`config.mk`:
```
export PLATFORM = sky130hd
export DESIGN_NAME = pi_action_servo
export DESIGN_NICKNAME = d
export VERILOG_FILES = /design/src/rtl/pi_action_servo.sv
export SDC_FILE = /design/constraint.sdc
export NUM_CORES = 1
export LEC_CHECK = 0
export ABC_AREA = 1
export ABC_CLOCK_PERIOD_IN_PS = 3100
export BUFFER_PORTS_ARGS = -buffer_cell sky130_fd_sc_hd__clkbuf_2
export CAP_MARGIN = 15
export CORE_MARGIN = 2
export CORE_UTILIZATION = 60
export DETAILED_ROUTE_END_ITERATION = 12
export PLACE_DENSITY = 0.89
export SLEW_MARGIN = 0
export SYNTH_ARGS = -nofsm -noshare
export SYNTH_HDL_FRONTEND = slang
export SYNTH_SLANG_ARGS = --single-unit
```
`constraint.sdc`:
```
create_clock -name clk -period 3.1 [get_ports clk]
set_input_delay 0.465 -clock clk [delete_from_list [all_inputs] [get_ports clk]]
set_output_delay 0.465 -clock clk [all_outputs]
set_load 0.01 [all_outputs]
```
`src/rtl/pi_action_servo.sv`:
```
// PI loop filter: signed phase error in, clamped signed ACTION word out (fixed latency 2).
// Integrator is clamped (anti-windup); state reports IDLE / TRACK / RAILED.
module pi_action_servo #(
  parameter int ERR_W    = 16,
  parameter int ACT_W    = 32,
  parameter int KP_SHIFT = 8,
  parameter int KI_SHIFT = 2,
  parameter int ACT_MAX  = 2**30-1
) (
  input  logic                    clk,
  input  logic                    rst,
  input  logic                    en,
  input  logic                    clear,
  input  logic                    err_valid,
  input  logic signed [ERR_W-1:0] err,
  output logic                    action_valid,
  output logic signed [ACT_W-1:0] action,
  output logic                    railed,
  output logic [1:0]              state
);
  // Two guard bits so P + I never wraps before clamping.
  localparam int IW = ACT_W + 2;
  typedef logic signed [IW-1:0] acc_t;
  localparam acc_t MAXV = acc_t'(ACT_MAX);

  typedef enum logic [1:0] {IDLE = 2'd0, TRACK = 2'd1, RAILED = 2'd2} st_t;

  function automatic acc_t clamp(input acc_t v);
    if (v > MAXV)       return MAXV;
    else if (v < -MAXV) return -MAXV;
    return v;
  endfunction

  st_t        st;
  logic [1:0] vld_pipe;
  acc_t       p_r, i_acc;
  acc_t       err_x, p_term, i_next, a_sum, a_clamp;
  logic       a_rail;

  always_comb begin
    err_x   = {{(IW-ERR_W){err[ERR_W-1]}}, err};
    p_term  = err_x <<< KP_SHIFT;
    i_next  = clamp(i_acc + (err_x <<< KI_SHIFT));
    // i_acc already holds I_next of the sample sitting in stage 1.
    a_sum   = p_r + i_acc;
    a_clamp = clamp(a_sum);
    a_rail  = (a_sum != a_clamp);
  end

  always_ff @(posedge clk or posedge rst) begin
    if (rst) begin
      st       <= IDLE;
      vld_pipe <= '0;
      p_r      <= '0;
      i_acc    <= '0;
      action   <= '0;
      railed   <= 1'b0;
    end else if (!en || clear) begin
      // Flush and zero; clear keeps the loop in TRACK, en=0 parks it.
      st       <= en ? TRACK : IDLE;
      vld_pipe <= '0;
      p_r      <= '0;
      i_acc    <= '0;
      action   <= '0;
      railed   <= 1'b0;
    end else begin
      vld_pipe <= {vld_pipe[0], err_valid};
      if (err_valid) begin
        p_r   <= p_term;
        i_acc <= i_next;
      end
      if (vld_pipe[0]) begin
        action <= ACT_W'(a_clamp);
        railed <= a_rail;
        st     <= a_rail ? RAILED : TRACK;
      end else if (st == IDLE) begin
        st <= TRACK;
      end
    end
  end

  assign action_valid = vld_pipe[1];
  assign state        = st;
endmodule
```
==> flow_summary_export.csv, run 1 <==
group,metric,value,unit
power,ir_worst_vdd,0.000238,V
critical_path,r2r_slack,-0.13,ns
finish,drive_gt1_frac,0.222,
yosys,ys.flop_type,"dfrtp_1",
floorplan,die_h,120,um
clock_tree,clk_latency,0.35,ns
yosys,synth-edff-count,0,
floorplan,core,13200,um^2
placed_design,gp_congestion,1.05,
clock_tree,numCtsBuffers,9,
critical_path,worst_ep_arrival_time,3.45,ns
critical_path,path_max_fanout,5,
timing,max-slew-margin-rel,0.519,
clock_tree,clockRootBuffer,"clkbuf_16",
floorplan,start_util,0.610,
detailed_routing,drc,0,
detailed_routing,drt_first_iter_violations,940,
timing,tightest_slew,0.719,ns
critical_path,critPathKind,"register to register",
finish,diodes,0,
yosys,async_flop_share,1.00,
critical_path,reg2regPathDepth,18,
yosys,synthesis.nets,1347,
detailed_routing,vias_per_cell,5.90,
floorplan,fp.dieW,120,um
timing,worst_slack,-0.126,ns
finish,utilization,0.755,
yosys,yosysTopAreaCellShare,0.270,
finish,syn2layout_area_growth,23.8,%
timing,fin_skew,0.00952,ns
clock_tree,cts.sink_count,87,
grt,grtUsageTotal,0.337,
critical_path,end_kind,"register",
detailed_routing,dr.pass1.iters,5,
timing,rsz0062_at_grt,"true",
clock_tree,htree_num_levels,3,
outcome,violations,"setup timing",
yosys,ys_ff_latch,87,
power,p_leak,5.76,nW
timing,finalMaxSlewViolations,0,
placed_design,dp_hpwl,18400,um
flow_run,maxCapViolCount,0,
clock_tree,clkSlewWorstSetupHoldPaths,0.07,ns
detailed_routing,antenna_left,0,
timing,final.min_clock_period,3.23,ns
floorplan,core.rowCount,42,
finish,finalNetCount,1490,
timing,hold_violations,0,
timing,fin_crit_sh,1.04,
grt,grt_first_pass_wirelength,38700,um
grt,gr-total-overflow,0,
power,p_per_area,347,nW/um^2
detailed_routing,routed_wl,27600,um
grt,antenna_found_initial,0,
critical_path,crit_path_start_kind,"register",
critical_path,reg2reg_to,"i_acc[2]",
placed_design,io_buffers,56,
yosys,syn_area,8050,um^2
yosys,yosysUniqueCellTypes,39,
critical_path,worstPathRequired,3.33,ns
clock_tree,clock_path_buffers,2,
power,power.total,3.46,mW
floorplan,dieArea,14400,um^2
floorplan,io_pins,57,
yosys,syn_inst,1268,
yosys,yosys.area.top_type,"dfrtp_1",
timing,achievable-frequency,310,MHz
min_path,hp-class,"primary input to async pin",
yosys,avgSynthCellArea,6.35,um^2
grt,grt_max_degree,49,
yosys,synth_area_leaders,"dfrtp_1 (27%), nand2_1 (23%), ha_1 (8.7%)",
outcome,status,"complete, but fails checks",
critical_path,timing.rr.start,"i_acc[2]",
yosys,ys_warn_count,0,
clock_tree,tritoncts,"yes",
finish,n_fill_cell,972,
detailed_routing,wl_per_cell,17.3,um
detailed_routing,vias,9398,
yosys,yosysSeqAreaShare,0.270,
timing,setup_violations,30,
grt,grt_pass1_vias,8229,
==> cells in the mapped netlist, types with 6 or more instances <==
cell type	number
a21oi_1	46
a22o_1	16
and2_1	6
clkbuf_1	12
dfrtp_1	87
ha_1	56
inv_1	175
inv_2	11
nand2_1	499
nand2_2	19
nand3_1	61
nand3b_1	9
nand4_1	25
nor2_1	90
nor2_2	18
o211ai_1	23
o21ai_0	33
o21ai_2	11
xnor2_1	11
xor2_1	12
==> how the worst max path moves through the flow <==
stage                     slack, ns  cells after the start     start         to
after floorplan                0.24                     24    err[0]   i_acc[5]
after global placement        -0.28                     17   err[15]  i_acc[29]
after detailed placement      -0.43                     22   err[15]  i_acc[26]
after CTS                   0.00007                     19  i_acc[8]  action[1]
after global routing          -0.37                     20  i_acc[6]  i_acc[16]
final                         -0.13                     18  i_acc[2]   i_acc[2]
==> layer usage <==
metal	GRT usage	wire length (um)
met1	0.418	10200
met3	0.0390	2380
met2	0.589	13000
met5	0	0
met4	0.149	2010
==> cells in the final DEF (no fill, tap or decap), types with 12 or more instances in the layout <==
| cell type | n |
|---|---|
| a22o_1 | 16 |
| ha_4 | 12 |
| a21oi_1 | 41 |
| o21ai_1 | 13 |
| dfrtp_1 | 86 |
| o21ai_0 | 16 |
| nor2_1 | 80 |
| nand4_1 | 25 |
| o211ai_1 | 23 |
| ha_1 | 39 |
| nand2_1 | 479 |
| nor2_2 | 26 |
| inv_1 | 173 |
| nand3_1 | 54 |
| clkbuf_2 | 55 |
| nand2_2 | 31 |
| o21ai_2 | 16 |
| buf_4 | 87 |
==> critical path, stage by stage, from the launching register on <==
cell	delay, ns
dfrtp_1	0.42
ha_4	0.20
fa_2	0.41
nand2_2	0.08
inv_2	0.04
nand2_2	0.08
nand2_4	0.09
buf_6	0.13
buf_6	0.10
xor2_2	0.14
nor2_1	0.12
nand4_1	0.18
nand3b_1	0.26
nand3_1	0.11
nand4_1	0.14
buf_4	0.20
nand2_8	0.13
buf_4	0.19
o21ai_1	0.09
==> power breakdown <==
group	internal, mW	switching (mW)	leakage (nW)
combinational	0.426	0.711	4.42
clock	0.630	0.471	0.143
sequential	1.17	0.0508	1.20
==> metrics by stage <==
stage	hold slack, ns	cells	setup TNS [ns]	setup WS (ns)	cell area (um^2)
after detailed placement	0.465	1565	-9.31	-0.432	9090
final	0.113	1592	-2.35	-0.126	9960
after floorplan	0.472	1268	0	0.242	8050
after global routing	0.169	1592	-9.43	-0.368	9960
after global placement	0.462	1565	-6.32	-0.284	9090
after CTS	0.127	1581	0	0.0000666	9410
==> cell type report <==
| type | count | area [um^2] | share of cell area |
|---|---|---|---|
| Tap cell | 176 | 220 | 0.0221 |
| Multi-Input combinational cell | 972 | 5480 | 0.550 |
| Timing Repair inverter | 3 | 31.3 | 0.00314 |
| Timing Repair Buffer | 149 | 1030 | 0.104 |
| Clock inverter | 6 | 68.8 | 0.00691 |
| Sequential cell | 87 | 2180 | 0.219 |
| Clock buffer | 10 | 229 | 0.0230 |
| Inverter | 189 | 721 | 0.0723 |
==> state kept, by name, indices dropped and copies added, names as in the netlist <==
| name | cells |
|---|---|
| state | 2 |
| vld_pipe | 2 |
| railed | 1 |
| action | 32 |
| i_acc | 34 |
| p_r | 16 |
==> what timing repair did <==
item / 4_1_cts / 5_1_grt
hold buffers: 0 / 0
endpoints found under the setup margin: 28 / 63
setup buffers: 0 / 5
pin swaps: 0 / 27
resized for setup: 9 / 115
gates cloned: 0 / 6
==> kinds of logic (layout without fill, tap and decap cells) <==
group                    Yosys count  count (layout)  share of synthesized area
AO/OA/AOI/OAI                    143             143                      0.114
XOR/XNOR                          24              24                     0.0270
adder cells (fa/ha/maj)           58              58                     0.0920
buffers and inverters            211             357                      0.104
flip-flops                        87              87                      0.270
AND/OR/NAND/NOR                  745             747                      0.393
(Power assumes the default switching activity.)
==> inputs of run 2 (changes only) <==
Settings changed: ABC_AREA 1 to unset, CAP_MARGIN 15 to unset.
==> run 2 against run 1 <==
Against the previous run: synthesized area shrank 3.0%; the run now fails in global routing (5_1_grt); synthesized cell count shrank 27%.
==> flow_summary_export.csv, run 2 <==
group,metric,value,unit
placed_design,gp_congestion,0.968,
outcome,status,"stopped before the end",
yosys,synth-edff-count,0,
grt,grt_pass1_vias,12600,
clock_tree,clock_path_buffers,2,
placed_design,postPlaceCellArea,10300,um^2
placed_design,io_buffers,56,
floorplan,die_h,118,um
yosys,yosysSeqAreaShare,0.279,
clock_tree,postCtsHoldBufs,0,
yosys,synthesis.nets,1001,
yosys,synth_area_leaders,"dfrtp_1 (28%), ha_1 (9.0%), a21oi_1 (5.4%)",
clock_tree,htree_num_levels,3,
grt,grtUsageTotal,0.704,
floorplan,start_util,0.616,
yosys,syn_area,7810,um^2
floorplan,fp.dieW,118,um
yosys,yosysUniqueCellTypes,89,
yosys,yosys.area.top_type,"dfrtp_1",
outcome,haltStage,"global routing (5_1_grt)",
yosys,avgSynthCellArea,8.47,um^2
yosys,synth_common_cells,"nand2_1 (100), dfrtp_1 (87), a21oi_1 (85)",
yosys,yosysMostFrequentCell,"nand2_1",
floorplan,core.rowCount,41,
yosys,async_flop_share,1.00,
yosys,ys_warn_count,0,
clock_tree,cts.sink_count,87,
yosys,syn_inst,922,
outcome,error_line,"[ERROR GRT-0116] Global routing finished with congestion. Check the congestion regions in the DRC Viewer.",
placed_design,placed_cells,1393,
yosys,ys_ff_latch,87,
grt,grt_first_pass_wirelength,76600,um
grt,gr-total-overflow,98,
grt,grt_max_degree,57,
clock_tree,clockRootBuffer,"clkbuf_16",
floorplan,io_pins,57,
placed_design,dp_hpwl,24000,um
clock_tree,numCtsBuffers,9,
yosys,yosysTopAreaCellShare,0.279,
yosys,ys.flop_type,"dfrtp_1",
-- run 2: repair_timing --
action / CTS
endpoints found under the setup margin: 67
buffers inserted: 14
gates resized for setup: 80
gates cloned: 5
pin swaps: 30
-- run 2: kinds of logic after synthesis --
family / after synthesis / share of synthesized area
compound gates: 366 / 0.332
xor+xnor: 34 / 0.0381
fa+ha+maj: 58 / 0.0948
buf+inv: 75 / 0.0602
flops: 87 / 0.279
mux: 20 / 0.0256
simple gates: 282 / 0.171
-- run 2: through the flow --
stage / setup TNS (ns) / hold slack (ns) / worst slack, ns
floorplan: -9.82 / 0.480 / -0.304
global placement: -30.25 / 0.458 / -0.618
detailed placement: -45.03 / 0.472 / -0.930
CTS: -29.09 / 0.0959 / -0.514
-- run 2: layer usage --
| metal | GRT overflow | GRT usage |
|---|---|---|
| met4 | 38 | 0.742 |
| met3 | 0 | 0.495 |
| met5 | 0 | 0.121 |
| met1 | 0 | 0.694 |
| met2 | 60 | 0.911 |
==> inputs of run 3 (changes only) <==
Settings changed: CORE_UTILIZATION 60 to 40, PLACE_DENSITY 0.89 to unset, PLACE_DENSITY_LB_ADDON set to 0.15.
==> run 3 against run 2 <==
Against the previous run: the flow now finishes, with violations (setup timing); synthesized cell count did not move; synthesized area unchanged.
==> flow_summary_export.csv, run 3 <==
group,metric,value,unit
critical_path,r2r_slack,-0.51,ns
critical_path,crit_start,"i_acc[2]",
clock_tree,numCtsBuffers,9,
yosys,yosysSeqAreaShare,0.279,
finish,final_cell_mix,"buf_4 (335), nand2_1 (99), dfrtp_1 (82), a21oi_1 (75), nor2_1 (74)",
clock_tree,htree_num_levels,3,
placed_design,gp_congestion,0.889,
power,ir_worst_vdd,0.000268,V
detailed_routing,dr.pass1.iters,5,
clock_tree,tritoncts,"yes",
detailed_routing,antenna_left,0,
yosys,yosys.area.top_type,"dfrtp_1",
yosys,ys.flop_type,"dfrtp_1",
clock_tree,clock_path_buffers,2,
yosys,syn_area,7810,um^2
critical_path,reg2reg_to,"i_acc[1]",
critical_path,path_cells,"ha_4 -> fa_2 -> a21o_4 -> a221o_1 -> a21oi_2 -> nor2_1 -> a2111o_1 -> nor4_1 -> buf_4 -> nand4_1 -> buf_4 -> o31ai_4 -> buf_6 -> buf_6 -> a311oi_2",
finish,multi_input_area,5940,um^2
timing,setup_violations,63,
clock_tree,postCtsHoldBufs,0,
critical_path,path_buf_inv,4,
grt,antenna_found_initial,0,
floorplan,start_util,0.404,
clock_tree,clockRootBuffer,"clkbuf_16",
yosys,yosysUniqueCellTypes,89,
critical_path,worstPathRequired,3.30,ns
finish,n_fill_cell,1685,
floorplan,dieArea,20700,um^2
detailed_routing,wl_per_cell,17.4,um
finish,largest_reg_flops,34,
critical_path,crit_path_max_incr_delay,0.41,ns
clock_tree,clkSlewWorstSetupHoldPaths,0.08,ns
critical_path,worst_ep_arrival_time,3.82,ns
critical_path,path_max_fanout,5,
yosys,synth-edff-count,0,
detailed_routing,vias_per_cell,5.59,
floorplan,core,19300,um^2
timing,rsz0062_at_grt,"true",
finish,final_common_cell,"buf_4",
timing,max-slew-margin-rel,0.401,
yosys,synthesis.nets,1001,
yosys,synth_area_leaders,"dfrtp_1 (28%), ha_1 (9.0%), a21oi_1 (5.4%)",
floorplan,io_pins,57,
timing,finalMaxSlewViolations,0,
timing,achievable-frequency,277,MHz
finish,top_regs,"i_acc x34, action x32, p_r x16",
placed_design,dp_hpwl,20100,um
power,p_per_area,294,nW/um^2
placed_design,dp_slack,-0.707,ns
finish,syn2layout_area_growth,53.6,%
detailed_routing,routed_wl,27100,um
yosys,syn_inst,922,
grt,grt_pass1_vias,8297,
min_path,hp-class,"primary input to async pin",
outcome,status,"complete, but fails checks",
clock_tree,clk_latency,0.35,ns
power,power.total,3.53,mW
critical_path,end_kind,"register",
clock_tree,cts.sink_count,87,
flow_run,maxCapViolCount,0,
grt,grtUsageTotal,0.263,
critical_path,critPathKind,"register to register",
yosys,avgSynthCellArea,8.47,um^2
detailed_routing,vias,8728,
critical_path,reg2regPathDepth,15,
floorplan,core.rowCount,51,
timing,final.min_clock_period,3.61,ns
yosys,yosysTopAreaCellShare,0.279,
timing,fin_crit_sh,1.17,
finish,top_register,"i_acc",
yosys,ys_ff_latch,87,
yosys,async_flop_share,1.00,
timing,hold_violations,0,
finish,finalNetCount,1369,
detailed_routing,drc,0,
floorplan,die_h,144,um
power,p_leak,5.69,nW
critical_path,slowest_stage,"dfrtp_1",
finish,drive_gt1_frac,0.440,
timing,fin_skew,0.0128,ns
critical_path,crit_path_start_kind,"register",
floorplan,fp.dieW,144,um
critical_path,cp_top_family,"compound AO/OA/AOI/OAI gates",
grt,grt_first_pass_wirelength,43200,um
finish,diodes,0,
yosys,synth_common_cells,"nand2_1 (100), dfrtp_1 (87), a21oi_1 (85)",
timing,worst_slack,-0.515,ns
placed_design,io_buffers,56,
timing,whs,0.243,ns
critical_path,timing.rr.start,"i_acc[2]",
finish,regArea,2180,um^2
yosys,yosysMostFrequentCell,"nand2_1",
timing,tightest_slew,0.899,ns
yosys,ys_warn_count,0,
outcome,violations,"setup timing",
detailed_routing,drt_first_iter_violations,478,
grt,gr-total-overflow,0,
grt,grt_max_degree,50,
[run 3: where the power goes]
part	leakage, nW	switching, mW	internal (mW)
registers	1.19	0.0307	1.17
logic	4.36	0.652	0.589
clock network	0.141	0.516	0.578
[run 3: worst max-delay path by stage]
stage	end	cells past startpoint
after floorplan	i_acc[0]	11
after global routing	i_acc[1]	15
after global placement	i_acc[0]	12
after CTS	action[12]	12
final	i_acc[1]	15
after detailed placement	i_acc[0]	12
[run 3: metrics by stage]
| step | TNS (ns) | cell area [um^2] | util | std cells |
|---|---|---|---|---|
| detailed placement | -31.99 | 10600 | 0.550 | 1510 |
| CTS | -23.80 | 11600 | 0.598 | 1554 |
| global route | -35.30 | 12000 | 0.621 | 1560 |
| floorplan | -9.82 | 7920 | - | 922 |
| finish | -27.14 | 12000 | 0.621 | 1560 |
| global placement | -30.87 | 10600 | 0.550 | 1510 |
[run 3: layout make-up]
cell class	count	share of cell area
multi-input cells	760	0.495
repair buffers	411	0.265
flip-flops and latches	87	0.182
well taps	265	0.0276
clock buffers	10	0.0199
inverters	21	0.00667
clock inverters	6	0.00417
[run 3: logic make-up (layout without fill, tap and decap cells)]
group,count (synthesis),in the layout,synth area share
buf+inv,75,448,0.0602
compound gates,366,366,0.332
xor+xnor,34,34,0.0381
fa+ha+maj,58,58,0.0948
simple gates,282,282,0.171
mux,20,20,0.0256
flops,87,87,0.279
[run 3: what timing repair did]
action                                  4_1_cts  5_1_grt
endpoints found under the setup margin       67       67
setup buffers                                24        4
cloned                                        5        3
pin swaps                                    27        6
resized for setup                            72       58
[run 3: layer usage]
metal / vias up / GRT usage / share of wire
met5: - / 0 / 0
met4: 0 / 0.0929 / 0.030
met3: 47 / 0.0220 / 0.041
met2: 247 / 0.423 / 0.46
met1: 4164 / 0.371 / 0.47
li1: 4270 / - / -
==> inputs of run 4 (changes only) <==
Settings changed: ABC_CLOCK_PERIOD_IN_PS 3100 to 3400.
Clock period 3.1 ns to 3.4 ns, I/O delays scaled along.
==> run 4 against run 3 <==
Against the previous run: the flow still finishes with violations (setup timing); largest cell class unchanged; sequential share of layout area up 1.7 points; sequential cell count stayed put; worst setup slack improved by 0.34 ns; via count shrank 6.0%; hold slack got worse by 0.048 ns; die area unchanged; first-iteration DRC count decreased by 20%; largest power group is now registers; clock-buffer cell count unchanged; clock skew grew 0.0023 ns; critical endpoint is now i_acc[28]; fmax rose by 1.1%; power decreased by 12%.
==> flow_summary_export.csv, run 4 (synthesis gave the netlist of run 3 again) <==
group,metric,value,unit
detailed_routing,dr.pass1.iters,5,
critical_path,end_kind,"register",
critical_path,timing.rr.start,"i_acc[2]",
grt,gr-total-overflow,0,
placed_design,io_buffers,56,
timing,tightest_slew,0.618,ns
floorplan,core.rowCount,51,
critical_path,worst_ep_arrival_time,3.79,ns
timing,max-slew-margin-rel,0.587,
placed_design,postPlaceCellArea,10100,um^2
finish,n_fill_cell,1813,
grt,grt_max_degree,35,
floorplan,die_h,144,um
timing,rsz0062_at_grt,"true",
flow_run,maxCapViolCount,0,
floorplan,start_util,0.404,
grt,grt_first_pass_wirelength,40400,um
detailed_routing,antenna_left,0,
detailed_routing,drc,0,
finish,syn2layout_area_growth,40.4,%
power,p_leak,5.19,nW
timing,worst_slack,-0.175,ns
power,ir_worst_vdd,0.000262,V
clock_tree,cts.sink_count,87,
clock_tree,tritoncts,"yes",
timing,fin_skew,0.0151,ns
finish,multi_input_area,5610,um^2
critical_path,reg2reg_to,"i_acc[28]",
finish,final_area,11000,um^2
clock_tree,clockRootBuffer,"clkbuf_16",
finish,diodes,0,
critical_path,path_cells,"ha_4 -> fa_2 -> a21o_4 -> a221o_1 -> a221oi_4 -> o41a_1 -> buf_4 -> o21ai_2 -> o311a_1 -> or2_4 -> o31ai_4 -> buf_6 -> buf_12 -> buf_12 -> a211oi_2",
power,p_per_area,284,nW/um^2
finish,top_register,"i_acc",
critical_path,path_buf_inv,4,
grt,grtUsageTotal,0.245,
finish,regArea,2180,um^2
outcome,violations,"setup timing",
grt,antenna_found_initial,0,
placed_design,dp_slack,-0.555,ns
timing,finalMaxSlewViolations,0,
clock_tree,clkSlewWorstSetupHoldPaths,0.07,ns
min_path,hp-class,"primary input to async pin",
finish,drive_gt1_frac,0.371,
critical_path,crit_path_max_incr_delay,0.41,ns
finish,largest_reg_flops,34,
critical_path,slowest_stage,"dfrtp_1",
critical_path,crit_top_cell,"buf_12",
critical_path,path_max_fanout,6,
finish,final_cell_mix,"buf_4 (262), nand2_1 (100), dfrtp_1 (86), a21oi_1 (81), nor2_1 (74)",
finish,final_common_cell,"buf_4",
timing,achievable-frequency,280,MHz
clock_tree,numCtsBuffers,9,
placed_design,gp_congestion,0.900,
finish,top_regs,"i_acc x34, action x32, p_r x16",
detailed_routing,wl_per_cell,16.9,um
floorplan,core,19300,um^2
clock_tree,htree_num_levels,3,
critical_path,cp_top_family,"compound AO/OA/AOI/OAI gates",
critical_path,worstPathRequired,3.61,ns
clock_tree,clock_path_buffers,2,
clock_tree,clk_latency,0.34,ns
timing,final.min_clock_period,3.57,ns
detailed_routing,routed_wl,25000,um
critical_path,r2r_slack,-0.17,ns
timing,tns,-6.09,ns
outcome,status,"complete, but fails checks",
floorplan,io_pins,57,
grt,grt_pass1_vias,7811,
critical_path,critPathKind,"register to register",
detailed_routing,vias_per_cell,5.55,
timing,whs,0.195,ns
floorplan,dieArea,20700,um^2
timing,setup_violations,62,
finish,finalNetCount,1289,
critical_path,crit_path_start_kind,"register",
timing,hold_violations,0,
detailed_routing,drt_first_iter_violations,382,
critical_path,reg2regPathDepth,15,
floorplan,fp.dieW,144,um
placed_design,dp_hpwl,19800,um
detailed_routing,vias,8202,
timing,fin_crit_sh,1.05,
run 4: changes by cell type in the layout (fill, tap and decap cells not counted), sizes merged:
cell	previous run	this run
bufinv	0	1
inv	23	21
clkinv	3	1
buf	353	275
clkbuf	68	66
clkinvlp	1	2
run 4: worst max path at each step:
stage / slack (ns) / startpoint / to / depth (start not counted)
floorplan: -0.05 / err[0] / i_acc[0] / 11
global placement: -0.56 / err[0] / i_acc[1] / 15
detailed placement: -0.56 / err[0] / i_acc[1] / 15
CTS: -0.14 / i_acc[2] / i_acc[19] / 16
global route: -0.36 / i_acc[8] / state[0] / 12
finish: -0.17 / i_acc[2] / i_acc[28] / 15
run 4: per-layer routing:
layer  vias up  wire [um]  GRT usage
met2       194      11500      0.405
met1      3886      12100      0.349
li1       4107          -          -
met5         -          0          0
met4         0        221     0.0459
met3        15       1080     0.0257
run 4: where the power goes:
| group | total [mW] | internal [mW] | switching [mW] | leakage [nW] |
|---|---|---|---|---|
| combinational | 1.03 | 0.482 | 0.545 | 3.85 |
| clock | 1.00 | 0.587 | 0.415 | 0.139 |
| sequential | 1.09 | 1.06 | 0.0271 | 1.20 |
| total | 3.12 | 2.13 | 0.987 | 5.19 |
run 4: cell type report:
type,instances,share of cell area
clock buffers,10,0.0218
clock inverters,4,0.00514
inverters,21,0.00730
multi-input cells,760,0.511
flip-flops and latches,87,0.199
well taps,265,0.0302
repair buffers,331,0.225
run 4: what timing repair did:
item,CTS,global route
pin swaps,25,5
hold buffers,0,0
endpoints found under the setup margin,63,63
gates cloned,2,0
resized for setup,57,28
buffers inserted,8,7
run 4: per-stage QoR:
| step | cells | power, mW | util |
|---|---|---|---|
| CTS | 1472 | 3.08 | 0.555 |
| finish | 1478 | 3.12 | 0.567 |
| global route | 1478 | 3.27 | 0.567 |
| global placement | 1448 | 2.01 | 0.522 |
| detailed placement | 1448 | 2.01 | 0.522 |
| floorplan | 922 | 1.63 | - |
